`src/rtl/zbt_point_writer.sv`:
```
// Walks a point-pattern table and writes each entry into ZBT SRAM from BASE_ADDR upward.
// Define ZBT_POINT_WRITER_READBACK_EN to add a verifying read pass that drives `error`.
module zbt_point_writer #(
  parameter int ADDR_W      = 19,
  parameter int DATA_W      = 36,
  parameter int IDX_W       = 2,
  parameter int NUM_ENTRIES = 4,
  parameter int BASE_ADDR   = 0
) (
  input  logic              clk,
  input  logic              reset_b,
  input  logic              start,
  input  logic              grant,
  output logic [IDX_W-1:0]  index,
  input  logic [DATA_W-1:0] value,
  output logic [ADDR_W-1:0] mem_addr,
  output logic              mem_we,
  output logic [DATA_W-1:0] mem_write_data,
  input  logic [DATA_W-1:0] mem_read_data,
  output logic              busy,
  output logic              done,
  output logic              error
);

  typedef enum logic [2:0] {IDLE, WRITE, DRAIN, READ, RDRAIN, DONE} state_t;

  localparam logic [IDX_W-1:0]  LAST_IDX = IDX_W'(NUM_ENTRIES - 1);
  localparam logic [ADDR_W-1:0] BASE     = ADDR_W'(BASE_ADDR);

  state_t              state_r;
  logic                cnt_r;
  logic [DATA_W-1:0]   d1_r, d2_r;
  logic                v1_r, v2_r;
  logic                start_ok_s;
  logic                issue_s;
  logic [ADDR_W-1:0]   addr_s;

  // A start in the cycle done is still high must not launch a new pass
  assign start_ok_s = (state_r == IDLE) && start && !done;
  assign issue_s    = (state_r == WRITE) && grant;
  assign addr_s     = BASE + {{(ADDR_W-IDX_W){1'b0}}, index};

  // Sequencer: state, index, address/write-enable and busy/done flags
  always_ff @(posedge clk or negedge reset_b) begin
    if (!reset_b) begin
      state_r  <= IDLE;
      cnt_r    <= 1'b0;
      index    <= {IDX_W{1'b0}};
      mem_addr <= {ADDR_W{1'b0}};
      mem_we   <= 1'b0;
      busy     <= 1'b0;
      done     <= 1'b0;
    end else begin
      mem_we <= 1'b0;
      done   <= 1'b0;
      case (state_r)
        IDLE: begin
          if (start_ok_s) begin
            state_r <= WRITE;
            index   <= {IDX_W{1'b0}};
            busy    <= 1'b1;
          end
        end
        WRITE: begin
          if (grant) begin
            mem_addr <= addr_s;
            mem_we   <= 1'b1;
            index    <= index + IDX_W'(1);
            if (index == LAST_IDX) begin
              state_r <= DRAIN;
              cnt_r   <= 1'b0;
            end
          end
        end
        DRAIN: begin
          if (cnt_r) begin
`ifdef ZBT_POINT_WRITER_READBACK_EN
            state_r <= READ;
            index   <= {IDX_W{1'b0}};
`else
            state_r <= DONE;
`endif
            cnt_r   <= 1'b0;
          end else begin
            cnt_r <= 1'b1;
          end
        end
`ifdef ZBT_POINT_WRITER_READBACK_EN
        READ: begin
          if (grant) begin
            mem_addr <= addr_s;
            index    <= index + IDX_W'(1);
            if (index == LAST_IDX) begin
              state_r <= RDRAIN;
              cnt_r   <= 1'b0;
            end
          end
        end
        RDRAIN: begin
          if (cnt_r) begin
            state_r <= DONE;
            cnt_r   <= 1'b0;
          end else begin
            cnt_r <= 1'b1;
          end
        end
`endif
        DONE: begin
          state_r <= IDLE;
          done    <= 1'b1;
          busy    <= 1'b0;
        end
        default: begin
          state_r <= IDLE;
          busy    <= 1'b0;
        end
      endcase
    end
  end

  // Write data lags its address by two cycles; the pipe shifts unconditionally
  always_ff @(posedge clk or negedge reset_b) begin
    if (!reset_b) begin
      d1_r           <= {DATA_W{1'b0}};
      d2_r           <= {DATA_W{1'b0}};
      v1_r           <= 1'b0;
      v2_r           <= 1'b0;
      mem_write_data <= {DATA_W{1'b0}};
    end else begin
      if (issue_s) begin
        d1_r <= value;
      end else begin
        d1_r <= d1_r;
      end
      v1_r <= issue_s;
      d2_r <= d1_r;
      v2_r <= v1_r;
      if (v2_r) begin
        mem_write_data <= d2_r;
      end else begin
        mem_write_data <= mem_write_data;
      end
    end
  end

`ifdef ZBT_POINT_WRITER_READBACK_EN
  logic [DATA_W-1:0] e1_r, e2_r;
  logic              ev1_r, ev2_r;
  logic              rd_issue_s;

  assign rd_issue_s = (state_r == READ) && grant;

  // Expected-data pipe aligned with read latency; error is sticky until next start
  always_ff @(posedge clk or negedge reset_b) begin
    if (!reset_b) begin
      e1_r  <= {DATA_W{1'b0}};
      e2_r  <= {DATA_W{1'b0}};
      ev1_r <= 1'b0;
      ev2_r <= 1'b0;
      error <= 1'b0;
    end else begin
      e1_r  <= value;
      ev1_r <= rd_issue_s;
      e2_r  <= e1_r;
      ev2_r <= ev1_r;
      if (start_ok_s) begin
        error <= 1'b0;
      end else if (ev2_r && (mem_read_data != e2_r)) begin
        error <= 1'b1;
      end else begin
        error <= error;
      end
    end
  end
`else
  logic unused_rd_s;
  assign unused_rd_s = ^mem_read_data;
  assign error       = 1'b0;
`endif

endmodule

```
`config.mk`:
```
export PLATFORM = sky130hd
export DESIGN_NAME = zbt_point_writer
export DESIGN_NICKNAME = d
export VERILOG_FILES = /design/src/rtl/zbt_point_writer.sv
export SDC_FILE = /design/constraint.sdc
export NUM_CORES = 1
export LEC_CHECK = 0
export ABC_AREA = 1
export ABC_CLOCK_PERIOD_IN_PS = 1700
export CAP_MARGIN = 20
export CORE_ASPECT_RATIO = 0.6
export CORE_MARGIN = 2
export CORE_UTILIZATION = 46
export CTS_CLUSTER_SIZE = 8
export DETAILED_ROUTE_END_ITERATION = 8
export PLACE_DENSITY = 0.8
export SETUP_SLACK_MARGIN = 0.15
export SLEW_MARGIN = 10
export SYNTH_ARGS = -nofsm -noshare
export SYNTH_HDL_FRONTEND = slang
export SYNTH_SLANG_ARGS = --single-unit
```
`constraint.sdc`:
```
create_clock -name clk -period 1.7 [get_ports clk]
set_clock_uncertainty 0.2 [all_clocks]
set_input_delay 0.51 -clock clk [delete_from_list [all_inputs] [get_ports clk]]
set_output_delay 0.51 -clock clk [all_outputs]
set_load 0.005 [all_outputs]
```
=== Word-level counts from Yosys, hierarchy flattened ===
Index checks and enable logic that the tools add are counted.

* Bits of input ports: 76
* Word-level logic and storage cells: 52
* Output and inout port bits: 61
* Register bits: 121

* Mux-type cells: 17
* Eq/ne operators: 8
* Bitwise logic cells: 1
* Reduce and logical (&&, ||, !) cells: 13
* Add/sub/neg operators: 1

{| class="wikitable"
|+ Operators by type and width
! cell !! count
|-
| $mux 3 || 4
|-
| $pmux 3 s3 || 1
|-
| $mux 1 || 7
|-
| $ne 2x2->1 const B || 3
|-
| $reduce_and 3->1 || 2
|-
| $mux 2 || 2
|-
| $pmux 1 s2 || 2
|-
| $pmux 2 s2 || 1
|-
| $reduce_and 2->1 || 2
|-
| $reduce_and 4->1 || 1
|-
| $reduce_bool 2->1 || 2
|-
| $eq 3x1->1 const B || 1
|-
| $eq 3x2->1 const B || 1
|-
| $eq 3x3->1 const B || 1
|-
| $logic_and 1x1->1 || 3
|-
| $logic_not 3->1 || 1
|-
| $add 2x1->2 const B || 1
|-
| $eq 2x2->1 const B || 1
|-
| $ne 2x1->1 const B || 1
|-
| $reduce_or 2->1 || 1
|-
| $logic_not 1->1 || 1
|-
| $not 1->1 || 1
|}

=== Longest topological paths before layout ===
Gate-level depths: netlist of the first run.

* Depth in word-level cells: 5
* Depth in mapped cells: 7
* Gate-level depth less buffers: 7

=== Least setup slack after synthesis of the first run ===
OpenSTA, ideal clock, no wires.

* Path type: register -> register
* From: register v2_r
* To: register mem_write_data[10]
* Path buffers: 2
* Path slack: 0.346 ns
* Clock period less this slack: 1.354 ns
* Arrival: 1.029 ns
* Required time: 1.375 ns
* Cell stages (with the launch flop): 4
* Setup time: 0.125 ns
* Cell sequence: dfrtp_1 > buf_2 > buf_2 > mux2_2

{| class="wikitable"
|+ RTL lines
! what !! line !! RTL
|-
| start, declared || 33 || <nowiki>logic v1_r, v2_r;</nowiki>
|-
| start signal, assigned || 137 || <nowiki>v2_r <= v1_r;</nowiki>
|-
| end signal, assigned || 128 || <nowiki>mem_write_data <= {DATA_W{1'b0}};</nowiki>
|-
| end signal, assigned || 139 || <nowiki>mem_write_data <= d2_r;</nowiki>
|-
| end signal, assigned || 141 || <nowiki>mem_write_data <= mem_write_data;</nowiki>
|-
| end, declared || 18 || <nowiki>output logic [DATA_W-1:0] mem_write_data,</nowiki>
|}

No word-level cell between the ends.

=== Worst setup path after layout of the first run ===
* From: register mem_write_data[1]
* To: output mem_write_data[1]

No word-level cell between the ends.

==> results of run 1 <==
## stage by stage
| step | hold slack, ps | setup WS [ps] | total power, W |
|---|---|---|---|
| after CTS | 169 | 35.8 | 0.0109 |
| after floorplan | 14.4 | 346 | 0.00624 |
| after global routing | 176 | 23.2 | 0.0115 |
| after global placement | 158 | -130 | 0.00766 |
| after detailed placement | 158 | -170 | 0.00789 |
| final | 168 | 58.2 | 0.0108 |
## per-layer routing
metal / track usage, % / part of all wire [%]
met4: 8.90 / 1.5
met1: 24.1 / 45
met2: 30.2 / 48
met5: 0 / 0
met3: 4.98 / 5.5
## cells in the mapped netlist (all sizes together)
cell type	count
ha	1
nand2	129
mux2	36
nand4	3
clkinv	1
inv	6
buf	30
o21ai	1
nor2	3
conb	1
dfrtp	120
nand3	7
nor3	2
## cells by family after synthesis
kind of cell               share of synthesized area [%]
other                                             0.0884
buffers and inverters                               5.84
adders and majority gates                          0.295
DFF                                                 70.8
muxes                                               9.55
AOI/OAI and AO/OA                                  0.118
and+or+nand+nor                                     13.4
## area by class of cell
class                           count  area (um^2)  area share [%]
Clock inverter                     12          100            1.77
Clock buffer                       20          457            8.08
Sequential cell                   120         3010            53.2
Tap cell                          116          145            2.57
Timing Repair Buffer              105          848            15.0
Multi-Input combinational cell    200         1070            18.9
Inverter                            7         27.5           0.487
## power groups by stage
stage / logic [W] / clock network, W / registers [W]
floorplan: 0.00156 / 0 / 0.00467
global placement: 0.00294 / 0 / 0.00472
detailed placement: 0.00308 / 0 / 0.00481
CTS: 0.00276 / 0.00336 / 0.00477
global route: 0.00310 / 0.00351 / 0.00492
finish: 0.00279 / 0.00329 / 0.00476
## what timing repair did
action,CTS,global route
cloned,0,0
resized for setup,169,7
endpoints found under the hold margin,22,0
buffers inserted,6,3
hold buffers,1,0
endpoints found under the setup margin,43,72
## sequential cells by signal (all words and copies together), names as in the netlist
name and cells:
v2_r 1, d2_r 36, busy 1, mem_we 1
index 2, d1_r 36, mem_write_data 36, mem_addr 2
cnt_r 1, state_r 3, done 1
## how the worst max path moves through the flow
stage                    endpoint          startpoint  cells past startpoint  slack (ps)
5_1_grt        mem_write_data[30]  mem_write_data[30]                      1          20
3_5_place_dp             d1_r[24]               grant                      5        -170
3_3_place_gp             d1_r[27]               grant                      6        -130
6_report        mem_write_data[1]   mem_write_data[1]                      1          60
4_1_cts         mem_write_data[4]   mem_write_data[4]                      1          40
2_1_floorplan  mem_write_data[10]                v2_r                      3         350
==> results.md, run 1 <==
Synth:
- The average footprint of a synthesized cell is 12.5 um^2.
- The post-synthesis instance area is 4240 um^2.
- Sequential cells were found to cover 70.8% of the synthesized design area.
- Counting flops and latches in the post-synthesis netlist gives 120.
- Synthesis instantiated 17 different standard cells from the library.
- The synthesized design spends more area on one cell type than any other, namely sky130_fd_sc_hd__dfrtp_1.
- Sorting the synthesized cells by area gives the leading types as sky130_fd_sc_hd__dfrtp_1 71%, sky130_fd_sc_hd__nand2_1 11%, sky130_fd_sc_hd__mux2_2 9.6%.
- The post-synthesis cell count is 340.
- The share of synthesized area in the top cell type comes to 70.8%.
- The yosys synthesis warning count is 0.

Global route:
- The global routing usage summed across all routing layers is 18.8%.
- The first global-routing pass estimated about 14 mm of wire.
- The number of antenna violations at the first check in global routing is 0.
- The via count of the first global-routing pass is 2,884.
- Global routing finished with a remaining overflow of 0.
- Entering global routing, the biggest net connects 44 pins.

Detailed routing:
- The first-pass iteration count of the detailed router is 4.
- The post-detailed-route count of antenna-violating nets is 0.
- Summed over all layers, the routed wires come to ~8.6 mm.
- The post-route DRC violation count is 0.
- The routed via count divided by cell count is 4.70.
- In the final routed layout, each cell accounts on average for 14.7 um.
- For this block, the via count after detailed routing is 2,726.
- The number of violations reported at the end of detailed-routing iteration 0 is between 150 and 200.

Setup path:
- The worst setup path is captured at an output pin.
- Counting both buffers and inverters, the worst setup path holds a total of 1.
- The startpoint of the worst register-to-register path is state_r[1].
- The largest fanout of any net on the critical path is 2.
- The critical path goes through buf_2.
- By startpoint and endpoint, the worst setup path is classified as reg2out.
- Setup slack on the worst reg-to-reg path comes out at 230 ps.
- In this design, the largest share of critical-path delay is due to flip-flops.
- The worst setup path is launched from a register.
- Data arrives at the worst endpoint at 930 ps.
- The largest individual stage delay along the critical path comes from the cell sky130_fd_sc_hd__dfrtp_1.
- The end of the worst register-to-register path is d1_r[4].
- The worst path required time is 990 ps.
- On the worst path, the slowest cell contributes a delay of 400 ps.
- The number of cells traversed by the worst register-to-register path is 6.

Clock network:
- The number of clock buffers inserted by TritonCTS is 17.
- The clock passes through at most 2 buffers.
- The root buffer cell chosen for the clock tree is sky130_fd_sc_hd__clkbuf_16.
- The post-CTS clock slew at the launch and capture registers of the worst setup and hold paths is 50 ps.
- The insertion delay of the later-clocked pin in the worst-skew pair is 400 ps.
- Counting every sink on the clock net gives 120.
- The H-tree generated during clock tree synthesis spans 4 levels.
- TritonCTS built the clock tree.

Worst hold path:
- The startpoint of the worst hold path is d1_r[12].
- The class of the tightest hold or removal check is reg2reg.
- For hold timing, the worst endpoint is d2_r[12].
- The cell depth of the worst min-delay path is 0.

Pwr:
- Registers are responsible for 44.0% of the overall power.
- The worst-case IR drop observed on VDD is 0.000973 V.
- The clock network burns 30.3% of the power.
- The share of power burned in combinational logic is about a quarter.
- The switching power as a share of total power is 29.2%.
- In this run the power spent charging and discharging nets is around 0.0032 W.
- The power density of the placed cells is 1920 nW/um^2.
- The leakage power total is 2.91 nW.
- The internal portion of total power is 0.00768 W.

Floorplan:
- From bottom edge to top edge, the die measures 78.4 um.
- The core area is between 9000 and 10,000 um^2.
- The area of the die is roughly 10,000 um^2.
- The number of rows created at floorplan is 27.
- For this configuration, the core starts out at a cell density of 46.9%.
- Measured along the x axis, the die boundary spans 128 um.
- around 140 I/O pins were placed.

Placement:
- The cell count after placement is 538.
- The count of buffers added on input and output ports is 82.
- Summing all placed instances gives a cell area of 5210 um^2.
- The HPWL after detailed placement is 5.65 mm.
- At the end of routability-driven placement, the weighted congestion stood at 0.820.

Finish:
- Once layout is done, the placed cells without fillers occupy 5650 um^2.
- In the final design database the tool counted 528 nets.
- The commonest non-fill, non-tap cell in the layout is sky130_fd_sc_hd__nand2_1.
- After filler insertion, the fill cell instance count of the layout stands at roughly 760.
- Once layout is complete, the utilization of the core stands at 62.5%.
- Relative to the synthesized area, the layout overhead comes to 33.2%.
- The library cells used most frequently in the layout, excluding fill and tap cells, are 128 x sky130_fd_sc_hd__nand2_1, 118 x sky130_fd_sc_hd__dfrtp_1, 43 x sky130_fd_sc_hd__buf_2.
- The post-layout instance count excluding filler cells is between 500 and 600.
- The count of inserted antenna diode cells is 0.
- The share of cells above drive strength 1 is slightly above 30%.

Timing:
- The max-slew violation count was 0.
- The ratio of final minimum period to clock period is 96.6%.
- Setup repair after global routing could not meet its margin everywhere.
- The highest clock frequency the design can meet is between 600 and 700 MHz.
- Setup violations remaining at the end of the flow were counted as 0.
- For the finished layout, the period the worst path requires is 1640 ps.
- The final setup TNS is 0 ps.
- The final number of hold-violating endpoints is 0.

Job:
- The total of max-cap violations is 0.

Run status:
- The flow ran to the end, and the final reports show no timing, DRC or antenna violations.
Power figures use the tool's default switching activity.
==> run 2, diff against run 1 <==
--- a/config.mk
+++ b/config.mk
@@ -5,7 +5,6 @@
 export SDC_FILE = /design/constraint.sdc
 export NUM_CORES = 1
 export LEC_CHECK = 0
-export ABC_AREA = 1
 export ABC_CLOCK_PERIOD_IN_PS = 1700
 export CAP_MARGIN = 20
 export CORE_ASPECT_RATIO = 0.6
@@ -13,7 +12,7 @@
 export CORE_UTILIZATION = 46
 export CTS_CLUSTER_SIZE = 8
 export DETAILED_ROUTE_END_ITERATION = 8
-export PLACE_DENSITY = 0.8
+export PLACE_DENSITY = 0.79
 export SETUP_SLACK_MARGIN = 0.15
 export SLEW_MARGIN = 10
 export SYNTH_ARGS = -nofsm -noshare
==> run 2 against run 1 <==
  * The flow now finishes with violations (negative setup slack)
  * Sequential power is 4% higher
  * Die area rose by 4.6%
  * Critical path depth up 4
  * Sequential share of layout area is 3.9 points lower
  * Flip-flop and latch count unchanged
  * Largest cell class unchanged
==> results.md, run 2 <==
Run status:
- The run finished, with violations left.
- The final reports fail on negative setup slack.

Finish:
- The post-layout instance count excluding filler cells is 529 (-8.8%).
- The share of cells above drive strength 1 came to 49.6% (+19 points).
- The area taken by flip-flops and latches is 3000 um^2 (about the same).
- Leaving out fill and tap cells, the most frequent cell in the layout is sky130_fd_sc_hd__dfrtp_1.
- In the final layout, the registers with the most flip-flops are d1_r (36), d2_r (36), mem_write_data (36).
- The number of fill cells in the layout is 667 (-12%).
- The area growth from synthesis to layout is 37.2%.
- The utilization after layout is 65.7% (+3.2 points).
- The count of inserted antenna diode cells was 0 (unchanged).
- The number of nets in the finished design was 464 (-12%).
- In the layout the commonest cells are 119 x sky130_fd_sc_hd__dfrtp_1, 43 x sky130_fd_sc_hd__buf_2, 38 x sky130_fd_sc_hd__mux2_4.
- The area of the multi-input gates is 1260 um^2 (+17%).

Global route:
- The global routing usage summed across all routing layers is 17.1% (-1.7 points).
- The first-pass GRT wire length was 13.0 mm (-7.2%).
- The maximum number of pins on one net before global-route repair is 55 (+25%).
- The total congestion overflow was 0 (unchanged).
- The number of antenna violations at the first check in global routing was 0 (unchanged).
- The via count of the first global-routing pass is 2,619 (-9.2%).

Synth:
- The cell type contributing the most total cell area after synthesis is sky130_fd_sc_hd__dfrtp_1.
- The unique cell type count in the Yosys netlist came to 24 (+7).
- Ranked by total cell area, the synthesized netlist is headed by sky130_fd_sc_hd__dfrtp_1 68%, sky130_fd_sc_hd__mux2_4 12%, sky130_fd_sc_hd__mux2_2 9.6%.
- For this run, the leading register cell type out of synthesis is sky130_fd_sc_hd__dfrtp_1.
- The sequential element share of the synthesized area was 67.5% (-3.2 points).
- The post-synthesis instance area was 4450 um^2 (+4.8%).
- The share of flip-flops with an asynchronous set or reset after synthesis was 100% (unchanged).
- The count of state elements after synthesis came to 120 (unchanged).
- The post-synthesis cell count is 253 (-26%).
- The area share of the largest cell type after synthesis is 67.5% (-3.2 points).
- The yosys synthesis warning count came to 0 (unchanged).
- The number of synthesized flops with an enable pin came to 0 (unchanged).
- After synthesis, the most frequently instantiated cells are 120 x sky130_fd_sc_hd__dfrtp_1, 38 x sky130_fd_sc_hd__mux2_2, 36 x sky130_fd_sc_hd__mux2_4, 18 x sky130_fd_sc_hd__buf_4, 7 x sky130_fd_sc_hd__nor2_1.
- The average footprint of a synthesized cell is 17.6 um^2 (+41%).
- The most common cell in the synthesized netlist is sky130_fd_sc_hd__dfrtp_1.

Clock network:
- The total number of clock tree sinks was 120 (unchanged).
- The insertion delay of the later-clocked pin in the worst-skew pair is 410 ps (about the same).
- The number of levels in the clock H-tree is 4 (unchanged).
- TritonCTS built the clock tree.
- The maximum buffer depth of the clock tree was 2 (unchanged).
- The post-CTS clock slew at the launch and capture registers of the worst setup and hold paths is 50 ps (about the same).
- The buffer type at the clock tree root is sky130_fd_sc_hd__clkbuf_16.
- The number of clock buffers inserted by TritonCTS was 17 (unchanged).

Setup path:
- In this run the critical register-to-register path is launched from state_r[2].
- The worst path required time is 1790 ps (+800 ps).
- The minimum setup slack among reg-to-reg paths is -60 ps (-290 ps).
- The number of cells traversed by the worst register-to-register path came to 5 (-1).
- The critical path data arrival time was 1850 ps (+920 ps).
- The critical path is of the reg2reg type.
- The largest fanout of any net on the critical path is 8 (+6).
- The startpoint type of the worst setup path is a register.
- The critical path endpoint category is a register.
- The end of the worst register-to-register path is d1_r[15].

Detailed routing:
- The via count is 2,443 (-10%).
- The number of violations reported at the end of detailed-routing iteration 0 is 91 (-42%).
- The average wire per standard cell is 16.1 um (+9.2%).
- The routed via count divided by cell count came to 4.62 (-1.7%).
- The total wire length after detailed routing is 8.52 mm (-0.41%).
- The post-route DRC violation count was 0 (unchanged).
- The post-detailed-route count of antenna-violating nets came to 0 (unchanged).
- The first-pass iteration count of the detailed router was 4 (unchanged).

Timing:
- The post-layout worst setup margin came to -64.9 ps (-123 ps).
- The highest clock frequency the design can meet is 567 MHz (-7.0%).
- The final number of hold-violating endpoints is 0 (unchanged).
- The ratio of final minimum period to clock period came to 104% (+7.2 points).
- The final count of negative-setup-slack endpoints was 37 (+37).
- The max-slew violation count is 0 (unchanged).
- The clock period minus final worst setup slack is 1760 ps (+123 ps).
- Setup repair after global routing could not meet its margin everywhere.

Floorplan:
- The area of the die was 10,500 um^2 (+4.6%).
- The number of rows created at floorplan is 27 (unchanged).
- The core area is 9290 um^2 (+2.6%).
- The number of top-level design ports is 137 (unchanged).
- The die boundary width is 131 um (+2.3%).
- The starting density of the core is 47.9% (+0.99 points).
- The vertical die dimension is 80.2 um (+2.2%).

Pwr:
- The leakage power total is 2.86 nW (-1.6%).
- The sequential cell fraction of total power is 41.1% (-2.9 points).
- The power density of the placed cells is 1970 nW/um^2 (+2.9%).
- The reported net switching power was 0.00313 W (-0.99%).
- The peak supply drop is 0.00103 V (+5.5%).
- The switching power as a share of total power is 26.0% (-3.2 points).
- The internal portion of total power was 0.00890 W (+16%).
- The clock network fraction of design power was 28.2% (-2.1 points).
- The share of power burned in combinational logic is 30.7% (+5.0 points).

Worst hold path:
- The worst hold path begins at d1_r[25].
- The endpoint of the worst hold path is d2_r[25].
- The cell depth of the worst min-delay path was 0 (unchanged).
- The tightest min-delay check is of the reg2reg type.

Placement:
- The cell count after placement is 468 (-13%).
- The HPWL after detailed placement is 5.08 mm (-10%).
- The number of buffer cells added on primary ports was 82 (unchanged).
- The final weighted congestion of routability-driven global placement is 0.740 (-9.8%).

Job:
- The total of max-cap violations is 0 (unchanged).
==> run 2: cell types whose count changed in the layout (fill, tap and decap cells not counted), moves of 4 or more <==
| cell | previous run | this run |
|---|---|---|
| sky130_fd_sc_hd__buf_4 | 16 | 30 |
| sky130_fd_sc_hd__inv_1 | 5 | 1 |
| sky130_fd_sc_hd__mux2_4 | 0 | 38 |
| sky130_fd_sc_hd__nand2_1 | 128 | 3 |
| sky130_fd_sc_hd__nor2_1 | 2 | 7 |
| sky130_fd_sc_hd__nand3_1 | 6 | 0 |
| sky130_fd_sc_hd__clkinv_2 | 7 | 1 |
==> run 2: cells by family after synthesis <==
group                      share of synthesized area, %
other                                            0.0843
and+or+nand+nor                                    2.84
DFF                                                67.5
adders and majority gates                         0.281
AOI/OAI and AO/OA                                  1.49
buffers and inverters                              5.99
muxes                                              21.8
==> run 2: worst max path at each step <==
stage / startpoint / slack, ps / cells past startpoint / to
final: state_r[2] / -60 / 5 / d1_r[15]
after global routing: state_r[2] / -130 / 5 / d1_r[15]
after CTS: state_r[2] / -80 / 5 / d1_r[15]
after detailed placement: grant / -590 / 5 / d1_r[20]
after global placement: grant / -580 / 5 / d1_r[20]
after floorplan: state_r[1] / 3 / 5 / d1_r[0]
==> run 2: area by class of cell <==
type / count / share of cell area [%]
clock buffers: 25 / 8.28
repair buffers: 127 / 18.1
well taps: 130 / 2.67
inverters: 1 / 0.0615
flip-flops and latches: 120 / 49.2
multi-input cells: 120 / 20.6
clock inverters: 6 / 1.07
==> run 2: per-layer routing <==
layer | routed length, um | GRT usage (%) | vias to the layer above
met5 | 0 | 0 | -
met4 | 94 | 6.70 | 0
met3 | 499 | 6.53 | 12
met2 | 3820 | 25.1 | 86
met1 | 4100 | 23.0 | 1235
li1 | - | - | 1110
==> run 2: repair_timing <==
item,in CTS,in global routing
setup buffers,19,7
hold endpoints to repair,18,0
endpoints found under the setup margin,83,84
pin swaps,1,0
gates cloned,1,2
hold buffers,1,0
gates resized for setup,178,4
==> run 2: critical path, stage by stage, from the launching register on <==
cell and delay [ps]:
sky130_fd_sc_hd__dfrtp_1 400, sky130_fd_sc_hd__nor4bb_4 340, sky130_fd_sc_hd__buf_6 170, sky130_fd_sc_hd__buf_12 100
sky130_fd_sc_hd__buf_12 120, sky130_fd_sc_hd__mux2_4 310
==> run 2: metrics by stage <==
stage | power [W] | instance area [um^2] | TNS [ps] | setup slack [ps] | hold WS (ps)
floorplan | 0.00693 | 4510 | 0 | 2.79 | 14.4
global placement | 0.00836 | 5410 | -22380 | -580 | 156
detailed placement | 0.00855 | 5410 | -22810 | -592 | 162
CTS | 0.0119 | 6000 | -2060 | -82.5 | 169
global route | 0.0127 | 6100 | -4180 | -129 | 180
finish | 0.0120 | 6100 | -1550 | -64.9 | 167
==> run 2: power by group through the flow <==
stage	sequential, W	clock (W)	combinational (W)
finish	0.00494	0.00340	0.00369
global route	0.00511	0.00358	0.00398
CTS	0.00495	0.00345	0.00354
detailed placement	0.00500	0	0.00355
global placement	0.00490	0	0.00346
floorplan	0.00484	0	0.00209
==> run 3, diff against run 2 <==
--- a/config.mk
+++ b/config.mk
@@ -7,12 +7,14 @@
 export LEC_CHECK = 0
 export ABC_CLOCK_PERIOD_IN_PS = 1700
 export CAP_MARGIN = 20
+export CELL_PAD_IN_SITES_DETAIL_PLACEMENT = 0
+export CELL_PAD_IN_SITES_GLOBAL_PLACEMENT = 1
 export CORE_ASPECT_RATIO = 0.6
 export CORE_MARGIN = 2
-export CORE_UTILIZATION = 46
+export CORE_UTILIZATION = 38
 export CTS_CLUSTER_SIZE = 8
 export DETAILED_ROUTE_END_ITERATION = 8
-export PLACE_DENSITY = 0.79
+export PLACE_DENSITY_LB_ADDON = 0.1
 export SETUP_SLACK_MARGIN = 0.15
 export SLEW_MARGIN = 10
 export SYNTH_ARGS = -nofsm -noshare
==> run 3 against run 2 <==
  * The run still ends with negative setup slack left
  * Maximum frequency is 0.53% higher
  * Routed wire length down 3.3%
  * Worst setup slack improved by 9.4 ps
  * First-iteration DRC count decreased by 44%
  * Via count down 2.1%
  * Power increased by 2.9%
  * Largest power group unchanged
==> results.md, run 3 (same netlist as run 2, synthesis figures left out) <==
Setup path:
- The largest fanout of any net on the critical path is 5 (-3).
- In this design, the largest share of critical-path delay is due to buffers and inverters.
- The critical path's slowest cell is sky130_fd_sc_hd__dfrtp_1.
- STA classifies the critical path startpoint as a register.
- The critical path endpoint category is a register.
- The maximum single-stage delay on the critical path is 400 ps (about the same).
- The worst path required time was 1790 ps (about the same).
- Walking the worst path, the cells encountered are nor4bb_4 -> buf_4 -> buf_8 -> clkbuf_16 -> mux2_4.
- The buffering stage count on the worst path with inverters included is 3 (unchanged).
- The critical path data arrival time is 1850 ps (about the same).
- The worst setup path is of the reg2reg kind.

Job:
- The total of max-cap violations is 0 (unchanged).

Clock network:
- The maximum buffer depth of the clock tree came to 2 (unchanged).
- The buffer type at the clock tree root is sky130_fd_sc_hd__clkbuf_16.
- The post-CTS clock slew at the launch and capture registers of the worst setup and hold paths is 60 ps (about the same).
- The insertion delay of the later-clocked pin in the worst-skew pair is 400 ps (about the same).
- The number of clock buffers inserted by TritonCTS is 17 (unchanged).
- The clock tree from TritonCTS is built.
- The number of levels in the clock H-tree came to 4 (unchanged).
- The total number of clock tree sinks is 120 (unchanged).

Detailed routing:
- The routed via count divided by cell count is 4.29 (-7.0%).
- The average wire per standard cell is 14.8 um (-8.1%).
- The post-detailed-route count of antenna-violating nets is 0 (unchanged).
- The via count is 2,391 (-2.1%).
- The first-pass iteration count of the detailed router is 4 (unchanged).
- The post-route DRC violation count is 0 (unchanged).
- The total wire length after detailed routing was 8.24 mm (-3.3%).
- The number of violations reported at the end of detailed-routing iteration 0 is 51 (-44%).

Timing:
- The clock period minus final worst setup slack is 1760 ps (-9.37 ps).
- The final number of hold-violating endpoints is 0 (unchanged).
- Setup repair after global routing could not meet its margin everywhere.
- The max-slew violation count is 0 (unchanged).
- The ratio of final minimum period to clock period was 103% (-0.55 points).
- The final setup TNS is -881 ps (+671 ps).
- The highest clock frequency the design can meet is 570 MHz (+0.53%).
- The final count of negative-setup-slack endpoints came to 30 (-19%).
- The post-layout worst setup margin is -55.5 ps (+9.37 ps).

Finish:
- The layout-stage area growth over the synthesis result is 38.6%.
- The number of nets in the finished design was 461 (-0.65%).
- In the final layout, the registers with the most flip-flops are d1_r (36), d2_r (36), mem_write_data (36).
- The commonest non-fill, non-tap cell in the layout is sky130_fd_sc_hd__dfrtp_1.
- The share of cells above drive strength 1 was 49.1% (-0.51 points).
- The utilization after layout is 54.4% (-11 points).
- The count of inserted antenna diode cells is 0 (unchanged).
- The final instance area is 6160 um^2 (+0.98%).
- The library cells used most frequently in the layout, excluding fill and tap cells, are 119 x sky130_fd_sc_hd__dfrtp_1, 41 x sky130_fd_sc_hd__buf_2, 37 x sky130_fd_sc_hd__mux2_2, 37 x sky130_fd_sc_hd__mux2_4, 37 x sky130_fd_sc_hd__clkdlybuf4s50_1.

Floorplan:
- The core area is 11,300 um^2 (+22%).
- The vertical die dimension is 87.8 um (+9.5%).
- The starting density of the core came to 39.2% (-8.6 points).
- The number of top-level design ports came to 137 (unchanged).
- The area of the die is 12,600 um^2 (+20%).
- The die boundary width was 144 um (+9.7%).
- The number of rows created at floorplan is 30 (+11%).

Pwr:
- The power density of the placed cells is 2010 nW/um^2 (+1.9%).
- The peak supply drop is 0.000906 V (-12%).
- The sequential cell fraction of total power was 39.4% (-1.7 points).
- The total power after layout came to 0.0124 W (+2.9%).
- The share of power burned in combinational logic was 29.2% (-1.5 points).
- The reported net switching power is 0.00307 W (-1.9%).
- The clock network fraction of design power is 31.4% (+3.2 points).
- The internal portion of total power was 0.00931 W (+4.6%).
- The switching power as a share of total power is 24.8% (-1.2 points).
- The leakage power total is 2.87 nW (+0.22%).

Run status:
- The run finished, with violations left.
- The final reports fail on negative setup slack.

Placement:
- The final weighted congestion of routability-driven global placement is 0.659 (-11%).
- The HPWL after detailed placement is 5.03 mm (-1.0%).
- The cell area after placement was 5450 um^2 (+0.83%).
- The number of buffer cells added on primary ports is 82 (unchanged).
- The worst-case setup slack after placement is -564 ps (+28.1 ps).

Global route:
- The maximum number of pins on one net before global-route repair is 57 (+3.6%).
- The total congestion overflow is 0 (unchanged).
- The first-pass GRT wire length is 13.1 mm (about the same).
- The number of antenna violations at the first check in global routing is 0 (unchanged).
- The global routing usage summed across all routing layers was 14.3% (-2.8 points).
- The via count of the first global-routing pass is 2,470 (-5.7%).

Worst hold path:
- The class of the tightest hold or removal check is reg2reg.
[run 3: changes by cell type in the layout (fill, tap and decap cells not counted), sizes merged]
cell	before	now
clkinv	1	3
buf	86	84
clkbuf	27	21
bufinv	1	5
[run 3: stage by stage]
stage | cells | hold WS [ps]
final | 557 | 168
after global routing | 557 | 183
after floorplan | 270 | 14.4
after CTS | 550 | 171
after detailed placement | 499 | 161
after global placement | 499 | 155
[run 3: metal layers]
metal	vias to the layer above	share of wire (%)	global-route usage (%)
met5	-	0	0
met3	14	6.5	6.07
met4	0	1.7	7.22
li1	1095	-	-
met1	1219	49	19.6
met2	63	43	19.5
[run 3: worst register-to-register path, cell delays in order, from the launching register on]
cell                        delay, ps
sky130_fd_sc_hd__dfrtp_1          400
sky130_fd_sc_hd__nor4bb_4         300
sky130_fd_sc_hd__buf_4            160
sky130_fd_sc_hd__buf_8            130
sky130_fd_sc_hd__clkbuf_16        160
sky130_fd_sc_hd__mux2_4           290
[run 3: what timing repair did]
item / in CTS / in global routing
resized for setup: 175 / 7
pin swaps: 1 / 2
hold endpoints to repair: 17 / 0
gates cloned: 2 / 1
hold buffers: 1 / 0
buffers inserted: 16 / 6
endpoints found under the setup margin: 82 / 83
[run 3: worst paths after layout]
path,start,to,slack (ps),cells past startpoint
max in group asynchronous,reset_b,mem_write_data[25],380,3
max,state_r[1],d1_r[21],-60,5
min in group asynchronous,reset_b,mem_write_data[5],330,2
min reg2reg,d1_r[12],d2_r[12],170,0
max reg2reg,state_r[1],d1_r[21],-60,5
min,d1_r[12],d2_r[12],170,0
[run 3: cell type report]
| cell class | instances | area (um^2) |
|---|---|---|
| clock buffers | 20 | 447 |
| flip-flops and latches | 120 | 3000 |
| fillers | 967 | 5170 |
| clock inverters | 12 | 199 |
| inverters | 1 | 3.75 |
| repair buffers | 124 | 1060 |
| multi-input cells | 120 | 1240 |
| well taps | 160 | 200 |
[run 3: power by group through the flow]
| stage | combinational [W] | clock [W] | sequential (W) |
|---|---|---|---|
| 6_report | 0.00361 | 0.00389 | 0.00488 |
| 5_1_grt | 0.00392 | 0.00412 | 0.00507 |
| 4_1_cts | 0.00348 | 0.00398 | 0.00491 |
| 3_5_place_dp | 0.00357 | 0 | 0.00497 |
| 3_3_place_gp | 0.00352 | 0 | 0.00492 |
| 2_1_floorplan | 0.00209 | 0 | 0.00484 |
